File: src/rtl/imm_gen_pkg.sv
// Shared opcode constants and the format encoding for the pipelined immediate generator.
package imm_gen_pkg;

    localparam logic [6:0] OP_IMM    = 7'b0010011;
    localparam logic [6:0] OP_LOAD   = 7'b0000011;
    localparam logic [6:0] OP_JALR   = 7'b1100111;
    localparam logic [6:0] OP_SYSTEM = 7'b1110011;
    localparam logic [6:0] OP_IMM32  = 7'b0011011;
    localparam logic [6:0] OP_STORE  = 7'b0100011;
    localparam logic [6:0] OP_BRANCH = 7'b1100011;
    localparam logic [6:0] OP_LUI    = 7'b0110111;
    localparam logic [6:0] OP_AUIPC  = 7'b0010111;
    localparam logic [6:0] OP_JAL    = 7'b1101111;
    localparam logic [6:0] OP_REG    = 7'b0110011;
    localparam logic [6:0] OP_REG32  = 7'b0111011;

    typedef enum logic [2:0] {
        FMT_R   = 3'd0,
        FMT_I   = 3'd1,
        FMT_S   = 3'd2,
        FMT_B   = 3'd3,
        FMT_U   = 3'd4,
        FMT_J   = 3'd5,
        FMT_ILL = 3'd7
    } fmt_t;

endpackage

File: src/rtl/imm_decode.sv
// Combinational format classification and sign-extended immediate extraction at XLEN width.
module imm_decode
    import imm_gen_pkg::*;
#(
    parameter int XLEN        = 32,
    parameter int HALF_BRANCH = 1
) (
    input  logic [31:0]     instr,
    output logic [XLEN-1:0] imm,
    output fmt_t            fmt,
    output logic            illegal
);

    logic [XLEN-1:0] i_ext, s_ext, b_ext, u_ext, j_ext;
    logic [XLEN-1:0] b_val, j_val;

    assign i_ext = {{(XLEN-12){instr[31]}}, instr[31:20]};
    assign s_ext = {{(XLEN-12){instr[31]}}, instr[31:25], instr[11:7]};
    assign b_ext = {{(XLEN-13){instr[31]}}, instr[31], instr[7], instr[30:25], instr[11:8], 1'b0};
    assign j_ext = {{(XLEN-21){instr[31]}}, instr[31], instr[19:12], instr[20], instr[30:21], 1'b0};

    if (XLEN == 64) begin : g_u64
        assign u_ext = {{32{instr[31]}}, instr[31:12], 12'b0};
    end else begin : g_u32
        assign u_ext = {instr[31:12], 12'b0};
    end

    // Halfword units let the legacy branch adder keep its own <<1.
    assign b_val = (HALF_BRANCH != 0) ? {b_ext[XLEN-1], b_ext[XLEN-1:1]} : b_ext;
    assign j_val = (HALF_BRANCH != 0) ? {j_ext[XLEN-1], j_ext[XLEN-1:1]} : j_ext;

    always_comb begin
        imm     = '0;
        fmt     = FMT_ILL;
        illegal = 1'b1;
        case (instr[6:0])
            OP_IMM, OP_LOAD, OP_JALR, OP_SYSTEM: begin
                imm = i_ext; fmt = FMT_I; illegal = 1'b0;
            end
            OP_IMM32: begin
                if (XLEN == 64) begin
                    imm = i_ext; fmt = FMT_I; illegal = 1'b0;
                end
            end
            OP_STORE:        begin imm = s_ext; fmt = FMT_S; illegal = 1'b0; end
            OP_BRANCH:       begin imm = b_val; fmt = FMT_B; illegal = 1'b0; end
            OP_LUI, OP_AUIPC: begin imm = u_ext; fmt = FMT_U; illegal = 1'b0; end
            OP_JAL:          begin imm = j_val; fmt = FMT_J; illegal = 1'b0; end
            OP_REG, OP_REG32: begin fmt = FMT_R; illegal = 1'b0; end
            default: ;
        endcase
    end

endmodule

File: src/rtl/imm_gen_pipe.sv
// Immediate generator with a valid/ready input and a DEPTH-entry result FIFO.
// Optional IMM_GEN_ILL_CNT_EN adds a saturating ill_count of illegal-opcode pushes.
module imm_gen_pipe
    import imm_gen_pkg::*;
#(
    parameter int XLEN        = 32,
    parameter int DEPTH       = 2,
    parameter int HALF_BRANCH = 1
) (
    input  logic            clk,
    input  logic            rst,
    input  logic            flush,
    input  logic            in_valid,
    output logic            in_ready,
    input  logic [31:0]     in_instr,
    output logic            out_valid,
    input  logic            out_ready,
    output logic [XLEN-1:0] out_imm,
    output logic [2:0]      out_fmt,
    output logic            out_illegal
`ifdef IMM_GEN_ILL_CNT_EN
    ,
    output logic [15:0]     ill_count
`endif
);

    localparam int PW = $clog2(DEPTH);
    localparam logic [PW:0]   CNT_ONE   = (PW+1)'(1);
    localparam logic [PW:0]   CNT_DEPTH = (PW+1)'(DEPTH);
    localparam logic [PW-1:0] PTR_ONE   = PW'(1);

    logic [XLEN-1:0] dec_imm;
    fmt_t            dec_fmt;
    logic            dec_illegal;

    imm_decode #(.XLEN(XLEN), .HALF_BRANCH(HALF_BRANCH)) u_dec (
        .instr   (in_instr),
        .imm     (dec_imm),
        .fmt     (dec_fmt),
        .illegal (dec_illegal)
    );

    logic [XLEN-1:0] imm_mem [DEPTH];
    fmt_t            fmt_mem [DEPTH];
    logic            ill_mem [DEPTH];

    logic [PW:0]   count_reg;
    logic [PW-1:0] wr_ptr_reg, rd_ptr_reg;
    logic          push, pop;

    assign in_ready  = (count_reg < CNT_DEPTH);
    assign out_valid = (count_reg != '0);
    assign push      = in_valid && in_ready && !flush;
    assign pop       = out_valid && out_ready && !flush;

    always_ff @(posedge clk or posedge rst) begin
        if (rst) begin
            count_reg  <= '0;
            wr_ptr_reg <= '0;
            rd_ptr_reg <= '0;
        end else if (flush) begin
            count_reg  <= '0;
            wr_ptr_reg <= '0;
            rd_ptr_reg <= '0;
        end else begin
            if (push) wr_ptr_reg <= wr_ptr_reg + PTR_ONE;
            if (pop)  rd_ptr_reg <= rd_ptr_reg + PTR_ONE;
            case ({push, pop})
                2'b10:   count_reg <= count_reg + CNT_ONE;
                2'b01:   count_reg <= count_reg - CNT_ONE;
                default: count_reg <= count_reg;
            endcase
        end
    end

    // Storage needs no reset: outputs are masked whenever the FIFO is empty.
    always_ff @(posedge clk) begin
        if (push) begin
            imm_mem[wr_ptr_reg] <= dec_imm;
            fmt_mem[wr_ptr_reg] <= dec_fmt;
            ill_mem[wr_ptr_reg] <= dec_illegal;
        end
    end

    assign out_imm     = out_valid ? imm_mem[rd_ptr_reg] : '0;
    assign out_fmt     = out_valid ? fmt_mem[rd_ptr_reg] : 3'd0;
    assign out_illegal = out_valid ? ill_mem[rd_ptr_reg] : 1'b0;

`ifdef IMM_GEN_ILL_CNT_EN
    // Survives flush so software can read a lifetime count.
    always_ff @(posedge clk or posedge rst) begin
        if (rst)
            ill_count <= '0;
        else if (push && dec_illegal && (ill_count != 16'hFFFF))
            ill_count <= ill_count + 16'd1;
    end
`endif

endmodule
File: config.mk
export PLATFORM = sky130hd
export DESIGN_NAME = imm_gen_pipe
export DESIGN_NICKNAME = d
export VERILOG_FILES = /design/src/rtl/imm_gen_pkg.sv /design/src/rtl/imm_decode.sv /design/src/rtl/imm_gen_pipe.sv
export SDC_FILE = /design/constraint.sdc
export NUM_CORES = 1
export LEC_CHECK = 0
export ABC_AREA = 0
export BUFFER_PORTS_ARGS = -buffer_cell sky130_fd_sc_hd__buf_2
export CORE_AREA = 2 2 85 87
export CTS_CLUSTER_DIAMETER = 200
export DETAILED_ROUTE_END_ITERATION = 10
export DIE_AREA = 0 0 87 89
export PLACE_DENSITY = 0.77
export RECOVER_POWER = 25
export SYNTH_ARGS = -nofsm -noshare
export SYNTH_HDL_FRONTEND = slang
export SYNTH_SLANG_ARGS = --single-unit
File: constraint.sdc
create_clock -name clk -period 5.1 [get_ports clk]
set_clock_uncertainty 0.2 [all_clocks]
set_input_delay 1.02 -clock clk [delete_from_list [all_inputs] [get_ports clk]]
set_output_delay 1.02 -clock clk [all_outputs]
set_load 0.01 [all_outputs]
==> run_results.csv <==
group,metric,value,unit
die,dieWidth,87,um
drt,number_of_vias_per_cell_after_detailed_routing,5.736,
layout,largest_reg_flops,64,
timing,period_share,76.85,%
cts,post_cts_resized,0,
logic_synthesis,post-synth-top-area-fraction,60.95,%
logic_synthesis,netlist_area_before_placement,0.003547,sq mm
cts,clk_pin_slew,80,ps
logic_synthesis,ys_seq_elements,76,
cts,cts.sink_count,76,
timing,hold_viol_final,0,
die,initial_core_util,52.79,%
logic_synthesis,synth_compound_gate_area_share,11.68,%
logic_synthesis,avgSynthCellArea,13.29,sq um
timing,post-route-min-period,3919,ps
logic_synthesis,synth_top_family_by_area,"compound AO/OA/AOI/OAI gates",
layout,drive_gt1_share,28.16,%
setup_path,worst_path_max_delay_cell,"sky130_fd_sc_hd__dfrtp_1",
layout,layout_top_registers,"imm_mem x64, fmt_mem x6",
setup_path,crit_required,3880,ps
timing,worst_pin_slew,2078,ps
cts,cts_hold_buf,0,
run,timing.max_cap.violations,3,
cts,post_cts_buffers,0,
global_route,first_global_vias,2259,
setup_path,max_stage_delay,1710,ps
logic_synthesis,muxShareOfSynthArea,10.16,%
drt,detail_route.first_pass.iterations,4,
cts,h-tree-depth,3,
power_and_ir_drop,max-vdd-ir-drop,0.1593,mV
timing,final-max-slew-violation-count,112,
logic_synthesis,postSynthCellCount,267,
setup_path,worstSetupEndpointType,"primary output",
logic_synthesis,synth.lib_cells_used.distinct,38,
power_and_ir_drop,total_power,1.429,mW
die,die_height,89,um
drt,ant_nets,0,
drt,wl,7.370,mm
global_route,global_route.usage.total,19.37,%
setup_path,critPathTopFamily,"flip-flops",
logic_synthesis,sequential_element_share_of_the_synthesized_area,63.77,%
setup_path,crit_path_start_kind,"register",
logic_synthesis,synthSimpleGateAreaFrac,10.83,%
setup_path,cp_cell_sequence,"mux2i_1 -> nor2_1 -> buf_2",
power_and_ir_drop,total_leakage_power,1.655,nW
timing,timing.final.setup_violations,0,
layout,synthToLayoutAreaGrowth,19.37,%
cts,tritoncts_clock_tree,"done",
hold_path,hp-class,"input port to asynchronous set/reset pin",
die,design.die.area,0.007743,sq mm
status,result_of_the_run,"finished with violations",
global_route,grt_start_max_net_pins,38,
global_route,grt_pass1_wl,11.15,mm
drt,drtIter0Drc,171,
die,core_area,0.006719,sq mm
setup_path,critPathMaxFanout,37,
timing,timing.slew.headroom,-38.51,%
drt,avgRoutedWirePerCell,17.22,um
place,place_congestion,0.9568,
power_and_ir_drop,power_per_cell_area,337.4,mW/mm^2
layout,num_antenna_cells,0,
logic_synthesis,yosys.area.top_type,"sky130_fd_sc_hd__edfxtp_1",
logic_synthesis,synth_top_cells_by_area,"sky130_fd_sc_hd__edfxtp_1 61%, sky130_fd_sc_hd__mux2i_1 10%, sky130_fd_sc_hd__nor2_1 4.9%",
global_route,globalRoute.totalOverflow,0,
setup_path,worstPathBufferInverterCount,1,
layout,layout.nets,380,
logic_synthesis,synth.net_count,304,
layout,layout.filler_cells,509,
cts,clock_latency,330,ps
layout,layout_common_cells,"72 x sky130_fd_sc_hd__edfxtp_1, 72 x sky130_fd_sc_hd__buf_2, 45 x sky130_fd_sc_hd__nor2_1",
logic_synthesis,synth_adder_area_share,0,%
setup_path,setup.worst_path.class,"register to primary output",
layout,registers.top_by_ff_count,"imm_mem",
logic_synthesis,yosysWarningCount,0,
status,violations_in_the_final_reports,"max-capacitance violations, max-slew violations",
logic_synthesis,synth_xor_xnor_area_share,0.9877,%
die,io_pins,75,
drt,vias,2455,
global_route,grt_antenna_before_repair,0,
timing,timing.fmax,255.2,MHz
cts,numCtsBuffers,9,
die,placementRows,30,
place,io_buffer_count,74,
drt,post-route-drc-count,0,
setup_path,data_arrival_time_at_the_worst_slack_endpoint,2700,ps
cts,ctsLongestPathBuffers,2,
timing,grt_setup_unrepaired,"no",
place,detailed_place_hpwl,4.900,mm
cts,buffer_cell_driving_the_clock_tree_root,"sky130_fd_sc_hd__clkbuf_8",
timing,setup_tns,0,ps
worst paths after layout:
path | start | to | slack, ps | cells past startpoint
setup / recovery | rd_ptr_reg | out_fmt[0] | 1180 | 3
hold / removal | rst | count_reg[0] | 340 | 2
setup reg to reg | count_reg[1] | imm_mem[1][28] | 2120 | 3
hold reg to reg | wr_ptr_reg | wr_ptr_reg | 380 | 2
max in group asynchronous | rst | wr_ptr_reg | 4220 | 2
min in group clk | wr_ptr_reg | wr_ptr_reg | 380 | 2
layout make-up:
cell class	count	area [sq um]	area share, %
inverter	8	30.03	0.7092
sequential	76	2262	53.43
clock buffer	10	137.6	3.251
clock inverter	6	111.4	2.630
multi-input combinational	170	1202	28.40
timing repair buffer	78	390.4	9.220
tap	80	100.1	2.364
power breakdown:
part / leakage, nW / internal, mW / total, mW / switching (mW)
clock network: 0.122 / 0.338 / 0.544 / 0.206
registers: 0.683 / 0.711 / 0.730 / 0.0197
logic: 0.850 / 0.0653 / 0.154 / 0.0884
synth_stat cells:
library cell / n
sky130_fd_sc_hd__edfxtp_1: 72
sky130_fd_sc_hd__nor2_1: 46
sky130_fd_sc_hd__mux2i_1: 36
sky130_fd_sc_hd__a21o_1: 13
sky130_fd_sc_hd__a221o_1: 12
sky130_fd_sc_hd__buf_2: 10
sky130_fd_sc_hd__inv_1: 8
sky130_fd_sc_hd__a22o_1: 5
sky130_fd_sc_hd__a22oi_1: 5
sky130_fd_sc_hd__nand2_1: 5
sky130_fd_sc_hd__a21oi_1: 4
sky130_fd_sc_hd__dfrtp_1: 4
sky130_fd_sc_hd__xor2_1: 4
sky130_fd_sc_hd__a31oi_1: 3
sky130_fd_sc_hd__and2_1: 3
sky130_fd_sc_hd__clkbuf_1: 3
sky130_fd_sc_hd__nand2b_1: 3
sky130_fd_sc_hd__nand3_1: 3
sky130_fd_sc_hd__nand3b_1: 2
sky130_fd_sc_hd__nand4_1: 2
sky130_fd_sc_hd__nor2_2: 2
sky130_fd_sc_hd__nor2b_1: 2
sky130_fd_sc_hd__nor3_1: 2
sky130_fd_sc_hd__nor3b_1: 2
sky130_fd_sc_hd__o21ai_0: 2
sky130_fd_sc_hd__or3b_1: 2
sky130_fd_sc_hd__a211oi_1: 1
sky130_fd_sc_hd__a21boi_1: 1
sky130_fd_sc_hd__a21oi_2: 1
sky130_fd_sc_hd__a311oi_1: 1
sky130_fd_sc_hd__and3_1: 1
sky130_fd_sc_hd__nand4b_1: 1
sky130_fd_sc_hd__nor2b_2: 1
sky130_fd_sc_hd__nor4_1: 1
sky130_fd_sc_hd__nor4b_2: 1
sky130_fd_sc_hd__o2bb2ai_1: 1
sky130_fd_sc_hd__o31a_1: 1
sky130_fd_sc_hd__o32ai_2: 1
worst reg2reg max path, cell delays in order (launching register included):
cell	delay [ps]
sky130_fd_sc_hd__dfrtp_1	430
sky130_fd_sc_hd__nand2b_1	220
sky130_fd_sc_hd__nor3b_1	190
sky130_fd_sc_hd__clkbuf_1	1510
cell families (layout without fill, tap and decap cells):
| group | count (synthesis) | after routing |
|---|---|---|
| mux | 36 | 36 |
| simple gates | 79 | 79 |
| compound gates | 51 | 51 |
| xor+xnor | 4 | 4 |
| buf+inv | 21 | 102 |
| flops | 76 | 76 |
stage by stage:
step	cell area, sq um	cells	setup WS (ps)	hold WS, ps	utilization (%)
final	4234	428	1181	344.5	63.02
after global routing	4234	428	968.8	340.9	63.02
after detailed placement	4006	412	2098	368.9	59.63
after CTS	4255	428	1846	333.1	63.33
after floorplan	3547	267	604.4	319.5	-
after global placement	4006	412	2157	356.8	59.63
routing by layer:
layer,GRT usage (%),share of wire (%),vias up
li1,-,-,1168
met1,26.38,44,1193
met2,30.88,50,87
met3,3.139,5.1,7
met4,8.807,0.99,0
met5,0,0,-
Note: power is estimated with default switching activity, not from simulation.
